[src/rtl/instruction_encoder.sv]
// Pipelined MIPS instruction encoder: one-hot type plus operand fields in, one registered word out
// tagged with an auto-incrementing byte address. Define ENCODER_CHECK_EN to flag illegal types on `err`.
module instruction_encoder #(
    parameter int                ADDR_W    = 32,
    parameter logic [ADDR_W-1:0] BASE_ADDR = '0
) (
    input  logic              clk,
    input  logic              rst_n,
    input  logic              in_valid,
    output logic              in_ready,
    input  logic [31:0]       in_type,
    input  logic [4:0]        in_rs,
    input  logic [4:0]        in_rt,
    input  logic [4:0]        in_rd,
    input  logic [4:0]        in_shamt,
    input  logic [15:0]       in_imm,
    input  logic [25:0]       in_target,
    input  logic              addr_clr,
    output logic              out_valid,
    input  logic              out_ready,
    output logic [31:0]       out_instr,
    output logic [ADDR_W-1:0] out_addr,
`ifdef ENCODER_CHECK_EN
    output logic              err,
`endif
    output logic [15:0]       word_cnt
);

    // Enum value equals the one-hot bit position; T_NONE stands for "no encodable type".
    typedef enum logic [4:0] {
        T_ADD, T_ADDU, T_SUB, T_SUBU, T_AND, T_OR, T_XOR, T_NOR,
        T_SLT, T_SLTU, T_SLL, T_SRL, T_SRA, T_SLLV, T_SRLV, T_SRAV, T_JR,
        T_ADDI, T_ADDIU, T_ANDI, T_ORI, T_XORI, T_LUI, T_LW, T_SW,
        T_BEQ, T_BNE, T_SLTI, T_SLTIU, T_J, T_JAL, T_NONE
    } type_e;

    function automatic logic [31:0] r_word(input logic [4:0] rs, rt, rd, sh, input logic [5:0] funct);
        return {6'h00, rs, rt, rd, sh, funct};
    endfunction

    function automatic logic [31:0] i_word(input logic [5:0] op, input logic [4:0] rs, rt,
                                           input logic [15:0] imm);
        return {op, rs, rt, imm};
    endfunction

    type_e             sel;
    logic [31:0]       enc;
    logic              legal;
    logic              in_fire;
    logic              out_fire;
    logic              emit;
    logic [ADDR_W-1:0] addr_cnt;

    assign in_ready = !out_valid || out_ready;
    assign in_fire  = in_valid && in_ready;
    assign out_fire = out_valid && out_ready;

    // Lowest set bit wins; bit31 maps onto T_NONE so it encodes as a nop.
    // NOTE: every always_comb output gets a default first so no path leaves it unassigned (no latch).
    always_comb begin
        sel = T_NONE;
        for (int i = 31; i >= 0; i--) begin
            if (in_type[i]) sel = type_e'(i[4:0]);
        end
    end

    always_comb begin
        enc = '0;
        case (sel)
            T_ADD:   enc = r_word(in_rs, in_rt, in_rd, 5'd0, 6'h20);
            T_ADDU:  enc = r_word(in_rs, in_rt, in_rd, 5'd0, 6'h21);
            T_SUB:   enc = r_word(in_rs, in_rt, in_rd, 5'd0, 6'h22);
            T_SUBU:  enc = r_word(in_rs, in_rt, in_rd, 5'd0, 6'h23);
            T_AND:   enc = r_word(in_rs, in_rt, in_rd, 5'd0, 6'h24);
            T_OR:    enc = r_word(in_rs, in_rt, in_rd, 5'd0, 6'h25);
            T_XOR:   enc = r_word(in_rs, in_rt, in_rd, 5'd0, 6'h26);
            T_NOR:   enc = r_word(in_rs, in_rt, in_rd, 5'd0, 6'h27);
            T_SLT:   enc = r_word(in_rs, in_rt, in_rd, 5'd0, 6'h2A);
            T_SLTU:  enc = r_word(in_rs, in_rt, in_rd, 5'd0, 6'h2B);
            T_SLL:   enc = r_word(5'd0, in_rt, in_rd, in_shamt, 6'h00);
            T_SRL:   enc = r_word(5'd0, in_rt, in_rd, in_shamt, 6'h02);
            T_SRA:   enc = r_word(5'd0, in_rt, in_rd, in_shamt, 6'h03);
            T_SLLV:  enc = r_word(in_rs, in_rt, in_rd, 5'd0, 6'h04);
            T_SRLV:  enc = r_word(in_rs, in_rt, in_rd, 5'd0, 6'h06);
            T_SRAV:  enc = r_word(in_rs, in_rt, in_rd, 5'd0, 6'h07);
            T_JR:    enc = r_word(in_rs, 5'd0, 5'd0, 5'd0, 6'h08);
            T_ADDI:  enc = i_word(6'h08, in_rs, in_rt, in_imm);
            T_ADDIU: enc = i_word(6'h09, in_rs, in_rt, in_imm);
            T_ANDI:  enc = i_word(6'h0C, in_rs, in_rt, in_imm);
            T_ORI:   enc = i_word(6'h0D, in_rs, in_rt, in_imm);
            T_XORI:  enc = i_word(6'h0E, in_rs, in_rt, in_imm);
            T_LUI:   enc = i_word(6'h0F, 5'd0, in_rt, in_imm);
            T_LW:    enc = i_word(6'h23, in_rs, in_rt, in_imm);
            T_SW:    enc = i_word(6'h2B, in_rs, in_rt, in_imm);
            T_BEQ:   enc = i_word(6'h04, in_rs, in_rt, in_imm);
            T_BNE:   enc = i_word(6'h05, in_rs, in_rt, in_imm);
            T_SLTI:  enc = i_word(6'h0A, in_rs, in_rt, in_imm);
            T_SLTIU: enc = i_word(6'h0B, in_rs, in_rt, in_imm);
            T_J:     enc = {6'h02, in_target};
            T_JAL:   enc = {6'h03, in_target};
            default: enc = '0;
        endcase
    end

`ifdef ENCODER_CHECK_EN
    assign legal = $onehot(in_type[30:0]) && !in_type[31];
`else
    assign legal = 1'b1;
`endif
    // Illegal requests complete the handshake but leave no word and no address step behind.
    assign emit = in_fire && legal;

    // NOTE: sequential state uses non-blocking assignments so every register samples pre-edge values.
    always_ff @(posedge clk or negedge rst_n) begin
        if (!rst_n) begin
            out_valid <= 1'b0;
            out_instr <= '0;
            out_addr  <= BASE_ADDR;
            addr_cnt  <= BASE_ADDR;
            word_cnt  <= '0;
        end else begin
            if (out_fire) word_cnt <= word_cnt + 16'd1;
            if (emit) begin
                out_valid <= 1'b1;
                out_instr <= enc;
                out_addr  <= addr_cnt;
            end else if (out_fire) begin
                out_valid <= 1'b0;
            end
            // A clear wins over the increment of a word captured in the same cycle.
            if (addr_clr)  addr_cnt <= BASE_ADDR;
            else if (emit) addr_cnt <= addr_cnt + ADDR_W'(4);
        end
    end

`ifdef ENCODER_CHECK_EN
    always_ff @(posedge clk or negedge rst_n) begin
        if (!rst_n)                err <= 1'b0;
        else if (in_fire && !legal) err <= 1'b1;
    end
`endif

endmodule

[config.mk]
export PLATFORM = sky130hd
export DESIGN_NAME = instruction_encoder
export DESIGN_NICKNAME = d
export VERILOG_FILES = /design/src/rtl/instruction_encoder.sv
export SDC_FILE = /design/constraint.sdc
export NUM_CORES = 1
export LEC_CHECK = 0
export ABC_AREA = 1
export CAP_MARGIN = 0
export CORE_ASPECT_RATIO = 0.5
export CORE_MARGIN = 1.5
export CORE_UTILIZATION = 50
export CTS_CLUSTER_DIAMETER = 100
export CTS_CLUSTER_SIZE = 14
export DETAILED_ROUTE_END_ITERATION = 7
export HOLD_SLACK_MARGIN = 0.02
export PLACE_DENSITY = 0.81
export SYNTH_ARGS = -nofsm -noshare
export SYNTH_HDL_FRONTEND = slang
export SYNTH_SLANG_ARGS = --single-unit
[constraint.sdc]
create_clock -name clk -period 2.45 [get_ports clk]
set_clock_uncertainty 0.2 [all_clocks]
set_input_delay 0.49 -clock clk [delete_from_list [all_inputs] [get_ports clk]]
set_output_delay 0.49 -clock clk [all_outputs]
set_load 0.02 [all_outputs]
* After elaboration in Yosys (flattened, before gate mapping)
Cells that the tools add are included.
** Storage, ports and cells
- Word-level logic and storage cells :: 80
- Bits of input ports :: 99
- Bits in registers :: 113
** Operators by class
- Equality and inequality tests :: 30
- Add/sub/neg operators :: 2
- Reductions and logical operators :: 7
- Multiplexer cells :: 36
** Operators with widths (count)
- 32-bit case mux with 31 select lines :: 1
- 5-bit 2-to-1 mux :: 28
- 5-bit equality test, second input constant :: 15
- 32-bit 2-to-1 mux :: 2
- 5-bit by 4-bit equality test with 1-bit output, second input constant :: 8
- 32-bit by 3-bit adder with 32-bit output, second input constant :: 1
- 5-bit by 3-bit equality test with 1-bit output, second input constant :: 4
- 16-bit by 1-bit adder with 16-bit output, second input constant :: 1
- 5-bit by 2-bit equality test with 1-bit output, second input constant :: 2
- 5-bit by 1-bit equality test with 1-bit output, second input constant :: 1
- 5-bit logical NOT :: 1
- 2-bit 2-to-1 mux :: 2
- 2-bit nonzero test :: 2
- 1-bit 2-to-1 mux :: 3
- 1-bit logical AND :: 2
- 1-bit logical NOT :: 1
- 1-bit logical OR :: 1

* Longest topological paths before layout
- Depth in word-level cells :: 33
- Depth in mapped cells :: 42

* Least setup slack after synthesis
No wires, ideal clock.
- Kind :: input to register
- From :: input in_type[29]
- To :: register out_instr[11]
- Arrival time :: 2.685 ns
- Required time :: 2.133 ns
- Stages on the path :: 42
- Path slack :: -0.552 ns
- Path through :: inv_1 -> nand2_1 -> nand2_1 -> nand2_1 -> nand2_1 -> nand2_1 -> nand2_1 -> nand2_1 -> nand2_1 -> nand2_1 -> nand2_1 -> nand2_1 -> nand2_1 -> nand2_1 -> nand2_1 -> nand2_1 -> nand2_1 -> nand2_1 -> [... 6 more ...] -> nand2_1 -> nand2_1 -> nand2_1 -> nand2_1 -> nand2_2 -> nand2_4 -> buf_6 -> nand4_2 -> nand2_1 -> inv_2 -> nand2_1 -> nor2_2 -> nand2_2 -> buf_6 -> nand2_2 -> nand3_1 -> nand2_1 -> nand2_1
** Between the ends
- Word-level cells in the longest chain between the ends :: 32
- Elaborated cells on any way between the ends :: 62
- Those cells by class :: 30 x eq/ne; 31 x mux; 1 x reduce/logical
** RTL lines
- from (decl) :: line 11 : input logic [31:0] in_type,
- 2-bit 2-to-1 mux (*) (2 in series) :: line 63 : if (in_type[i]) sel = type_e'(i[4:0]);
- 5-bit 2-to-1 mux (*) (28 in series) :: line 63
- 5-bit equality test, or another cell as far along :: line 69 : case (sel)
- 32-bit case mux with 31 select lines (*) :: line 69
- to (signal assigned) :: line 125 : out_instr <= enc;
- to (decl) :: line 21 : output logic [31:0] out_instr,
Every way passes the cells marked *; elsewhere a longest branch is shown, timed or not.
A chain may end at the register's enable or synchronous reset.

* Final worst setup path
- From :: input in_type[28]
- To :: register out_instr[29]
** Between the ends
- Word-level cells in the longest chain between the ends :: 31
- Elaborated cells on any way between the ends :: 61
- Those cells by class :: 30 x eq/ne; 30 x mux; 1 x reduce/logical
** RTL lines (line)
- 2-bit 2-to-1 mux (*) :: 63
- 5-bit 2-to-1 mux (*) (28 in series) :: 63
- 5-bit equality test, or another cell as far along :: 69
- 32-bit case mux with 31 select lines (*) :: 69
Marks and branches as above.

==> results.py <==
metrics = {
    "run_status": {
        "status": "finished with violations",
        "violations": "negative setup slack",
    },
    "yosys": {
        "synth_edf_count": 0,
        "seq_area_frac_synth_pct": 37.6,
        "ys_top_cells_by_area": "dfrtp_1, nand2_1, nor2_1",
        "synthDistinctLibCells": 47,
        "ys_ff_latch": 108,
        "syn_area_per_cell_sq_um": 6.65,
        "synth.most_common_cell": "nand2_1",
        "synth_top_flop_cell": "dfrtp_1",
        "synth_warnings": 0,
        "synthArstFlopShare_pct": 100,
        "synth_area_leader_cell": "dfrtp_1",
        "synth_cells": 1081,
        "synth_common_cells": "nand2_1, nor2_1, inv_1",
        "synth_top_area_share_pct": 37.6,
        "synth_area_sq_mm": 0.00719,
    },
    "min_path": {
        "min_from": "out_instr[12]",
        "whs_endpoint": "out_instr[12]",
        "hold_depth": 2,
        "min_path_type": "flop to flop",
    },
    "sta": {
        "setup_ws_ps": -826,
        "maxSlewHeadroom_pct": 44.1,
        "fmax_mhz": 305,
        "setup_violations": 31,
        "period_minus_slack_ps": 3280,
        "fin_crit_sh_pct": 134,
        "finalHoldViolCount": 0,
        "holdWs_ps": 273,
        "worstMarginPinSlew_ps": 839,
        "rsz0062_at_grt": "true",
        "maxSlewViolCount": 0,
    },
    "clocking": {
        "cts_max_level": 3,
        "cts_tree": "yes",
        "cts.sinks": 108,
        "cts_buffers": 9,
        "cts.clk_slew.worst_paths_ps": 70,
        "cts_buffer_depth": 2,
        "clk_latency_ps": 350,
        "clockRootBuffer": "clkbuf_16",
    },
    "setup_path": {
        "r2r-end": "addr_cnt[19]",
        "critPathMaxFanout": 8,
        "cp-end-kind": "flop",
        "r2r_slack_ps": 310,
        "crit_arrival_ps": 3310,
        "start_kind": "input port",
        "ff2ff_path_depth": 11,
        "cp_slowest_cell": "o311ai_1",
        "worstReg2RegStart": "addr_cnt[5]",
        "crit_type": "input port to flop",
        "max_stage_delay_ps": 280,
        "cp.required_ps": 2480,
    },
    "detailed_routing": {
        "drc": 0,
        "vias_per_cell": 5.26,
        "route.vias.total": 8172,
        "ant_nets": 0,
        "drt_iter0_markers": 604,
        "wl_per_cell_um": 14.6,
        "drt_pre_antenna_iters": 5,
        "finalWirelength_mm": 22.8,
    },
    "cells_and_area": {
        "diodes": 0,
        "final_util_pct": 77.8,
        "nFillCells": 1031,
        "area_growth_pct": 49.2,
        "stdcell_count": 1555,
        "drive_above_1_share_pct": 19.5,
        "final_design_area_no_fill_sq_mm": 0.0107,
        "nets": 1459,
    },
    "floorplan": {
        "core_area_sq_mm": 0.0138,
        "die_y_um": 87.8,
        "row_count": 30,
        "die-area_sq_mm": 0.0151,
        "io_pins": 181,
        "die_x_um": 173,
        "start_util_pct": 52.2,
    },
    "flow_run": {
        "max_cap_violations": 0,
    },
    "power": {
        "ir_drop_mv": 0.421,
        "leakage_nw": 5.30,
        "power.density_mw_per_mm2": 415,
    },
    "grt": {
        "grt_max_degree": 93,
        "grt.overflow.total": 0,
        "grt_pass1_wl_mm": 36.4,
        "antenna_found_initial": 0,
        "grt_pass1_vias": 7842,
        "track_usage_pct": 29.5,
    },
    "placed_design": {
        "dp.cells": 1526,
        "dp_hpwl_mm": 16.9,
        "portBuffers": 176,
        "dpl-instance-area_sq_mm": 0.00998,
        "gp_congestion": 0.928,
    },
}
-- cells by family after synthesis --
family          count (synthesis)  share of synthesized area [%]
simple gates                  665                           41.6
buf+inv                       170                           9.54
compound gates                121                           9.11
flops                         108                           37.6
xor+xnor                       14                           1.71
fa+ha+maj                       2                          0.348
other cells                     1                         0.0522
-- flip-flops by register name, indices dropped and copies added, names as in the netlist --
| signal | cells |
|---|---|
| out_valid | 1 |
| out_addr | 30 |
| word_cnt | 16 |
| out_instr | 31 |
| addr_cnt | 30 |
-- layout make-up --
cell class	count	area, sq um	share of cell area [%]
inverters	135	526	4.90
clock inverters	7	82.6	0.770
clock buffers	9	225	2.10
flip-flops and latches	108	2700	25.2
multi-input cells	806	4160	38.7
well taps	192	240	2.24
repair buffers	298	2790	26.0
-- layer usage --
metal  up-vias  track usage (%)  wire length, um
met5         -                0                0
met4         0             10.0              503
met3        42             4.21             1300
met2       313             53.4            11400
met1      3835             36.9             9590
li1       3982                -                -
-- layout by cell type, fill, tap and decap left out, types with 3 or more instances in the layout --
master           instances
nand3_4                  6
clkbuf_16                9
nand2_1                293
nand2_4                  9
inv_2                   13
nor4_1                   3
nor3_2                   3
or2_2                    4
a21oi_1                 29
nand2_2                 20
xor2_1                   4
buf_6                    6
nand4_1                 17
conb_1                   3
nand3_1                 53
inv_1                  118
nand4_2                  3
buf_12                   9
dlygate4sd2_1            6
nor2_1                 166
o21ai_0                 52
nor2_4                   7
xnor2_1                 10
dfrtp_1                108
clkdlybuf4s50_1        164
buf_4                  108
o21ai_1                 11
nand4_4                  6
o21ai_2                 11
nor3_1                  40
nor2_2                  12
nand3_2                 16
-- worst max-delay path, delay by kind of cell --
kind	cells	cell delay, ps
simple gates	15	1340
buf+inv	8	920
compound gates	3	540
-- what timing repair did --
action                                  4_1_cts  5_1_grt
pin swaps                                    25       52
cloned                                        1        0
hold buffers                                  1        0
resized for setup                            51       69
setup buffers                                 7        5
endpoints found under the setup margin       33       38
endpoints found under the hold margin        24        0
-- through the flow --
| stage | TNS (ps) | total power (W) | setup slack (ps) |
|---|---|---|---|
| 6_report | -21650 | 0.00445 | -826 |
| 5_1_grt | -32140 | 0.00463 | -1110 |
| 4_1_cts | -19780 | 0.00444 | -673 |
| 3_5_place_dp | -49300 | 0.00294 | -1580 |
| 3_3_place_gp | -45780 | 0.00291 | -1530 |
| 2_1_floorplan | -14320 | 0.00239 | -526 |
-- worst max-delay path by stage --
stage                            from             to  slack, ps
after CTS                 in_type[29]  out_instr[22]       -670
after floorplan           in_type[29]  out_instr[12]       -530
final                     in_type[28]  out_instr[29]       -830
after detailed placement  in_type[29]  out_instr[14]      -1580
after global placement    in_type[29]  out_instr[29]      -1530
after global routing      in_type[29]  out_instr[17]      -1110
-- where the power goes --
group | internal [W] | switching, W | total, W
clock | 0.000812 | 0.000699 | 0.00151
combinational | 0.000467 | 0.000513 | 0.000980
sequential | 0.00187 | 0.0000841 | 0.00196
No activity file was read; power rests on OpenSTA's default activity.
==> edit, RTL diff (same flow settings) <==
Set the parameter `ADDR_W` to 16 (it was 32).
--- a/src/rtl/instruction_encoder.sv
+++ b/src/rtl/instruction_encoder.sv
@@ -3,3 +3,3 @@
 module instruction_encoder #(
-    parameter int                ADDR_W    = 32,
+    parameter int                ADDR_W    = 16,
     parameter logic [ADDR_W-1:0] BASE_ADDR = '0
Interface: changed (resized out_addr); port bits go from 181 to 165. The function was not compared with the original's and may differ.
==> edit against the original RTL <==
Setup slack better by 0.057 ns. Total power shrank 15%. Largest cell class unchanged. Wire length decreased by 5.9%. Sequential cell count is 32 lower. The flow still finishes with violations (negative setup slack). First-iteration DRC count grew 27%. Area after synthesis down 14%. Design area is 11% lower.
==> edit: results <==
metrics = {
    "placed_design": {
        "dp_hpwl_um": 15200,
    },
    "global_route": {
        "grtUsageTotal": 0.317,
        "met2_usage": 0.561,
        "grt_max_degree": 66,
        "grtUsageMet3": 0.0581,
    },
    "layout": {
        "multi_input_area_sq_um": 3950,
        "nNonClkBuffers": 290,
        "final_nets": 1369,
        "instances_no_fill": 1437,
        "final_area_sq_um": 9520,
        "drive_above_1_share": 0.193,
        "nonClockInverterCount": 119,
    },
    "drt": {
        "first_iter_violations": 770,
        "met3_length_um": 1880,
    },
    "run_status": {
        "status": "finished, violations left",
        "violations": "negative setup slack",
    },
    "critical_path": {
        "critPathLaunch": "in_type[29]",
        "r2r_start": "addr_cnt[3]",
        "r2r_end": "addr_cnt[15]",
        "max_stage_delay_ns": 0.19,
        "r2r_slack_ns": 0.19,
    },
    "logic_synthesis": {
        "synth.distinct_cells": 45,
    },
    "sta": {
        "whs_ns": 0.271,
        "final-setup-viol-count": 31,
        "worst_slack_ns": -0.769,
    },
    "power": {
        "ir_drop_mv": 0.390,
        "power_sequential_mw": 1.45,
    },
    "hold_path": {
        "hp-start": "out_instr[20]",
    },
}
-- edit: cells by family after synthesis --
group | after synthesis | synth area share
AO/OA/AOI/OAI | 84 | 0.0728
other | 1 | 0.000609
XOR/XNOR | 15 | 0.0213
adder cells (fa/ha/maj) | 2 | 0.00407
flip-flops | 76 | 0.309
AND/OR/NAND/NOR | 665 | 0.484
buffers and inverters | 156 | 0.109
-- edit: worst max-delay path by stage --
stage / to / slack [ns] / cells past startpoint
floorplan: out_instr[12] / -0.57 / 42
global placement: out_instr[17] / -1.58 / 42
detailed placement: out_instr[16] / -1.66 / 42
CTS: out_instr[16] / -0.76 / 42
global route: out_instr[19] / -1.27 / 38
finish: out_instr[20] / -0.77 / 41
-- edit: what timing repair did --
action                                  CTS  global route
cloned                                    3             2
endpoints found under the hold margin    39             0
pin swaps                                47            40
resized for setup                        86            38
endpoints found under the setup margin   32            34
hold buffers                              1             0
setup buffers                             6             6
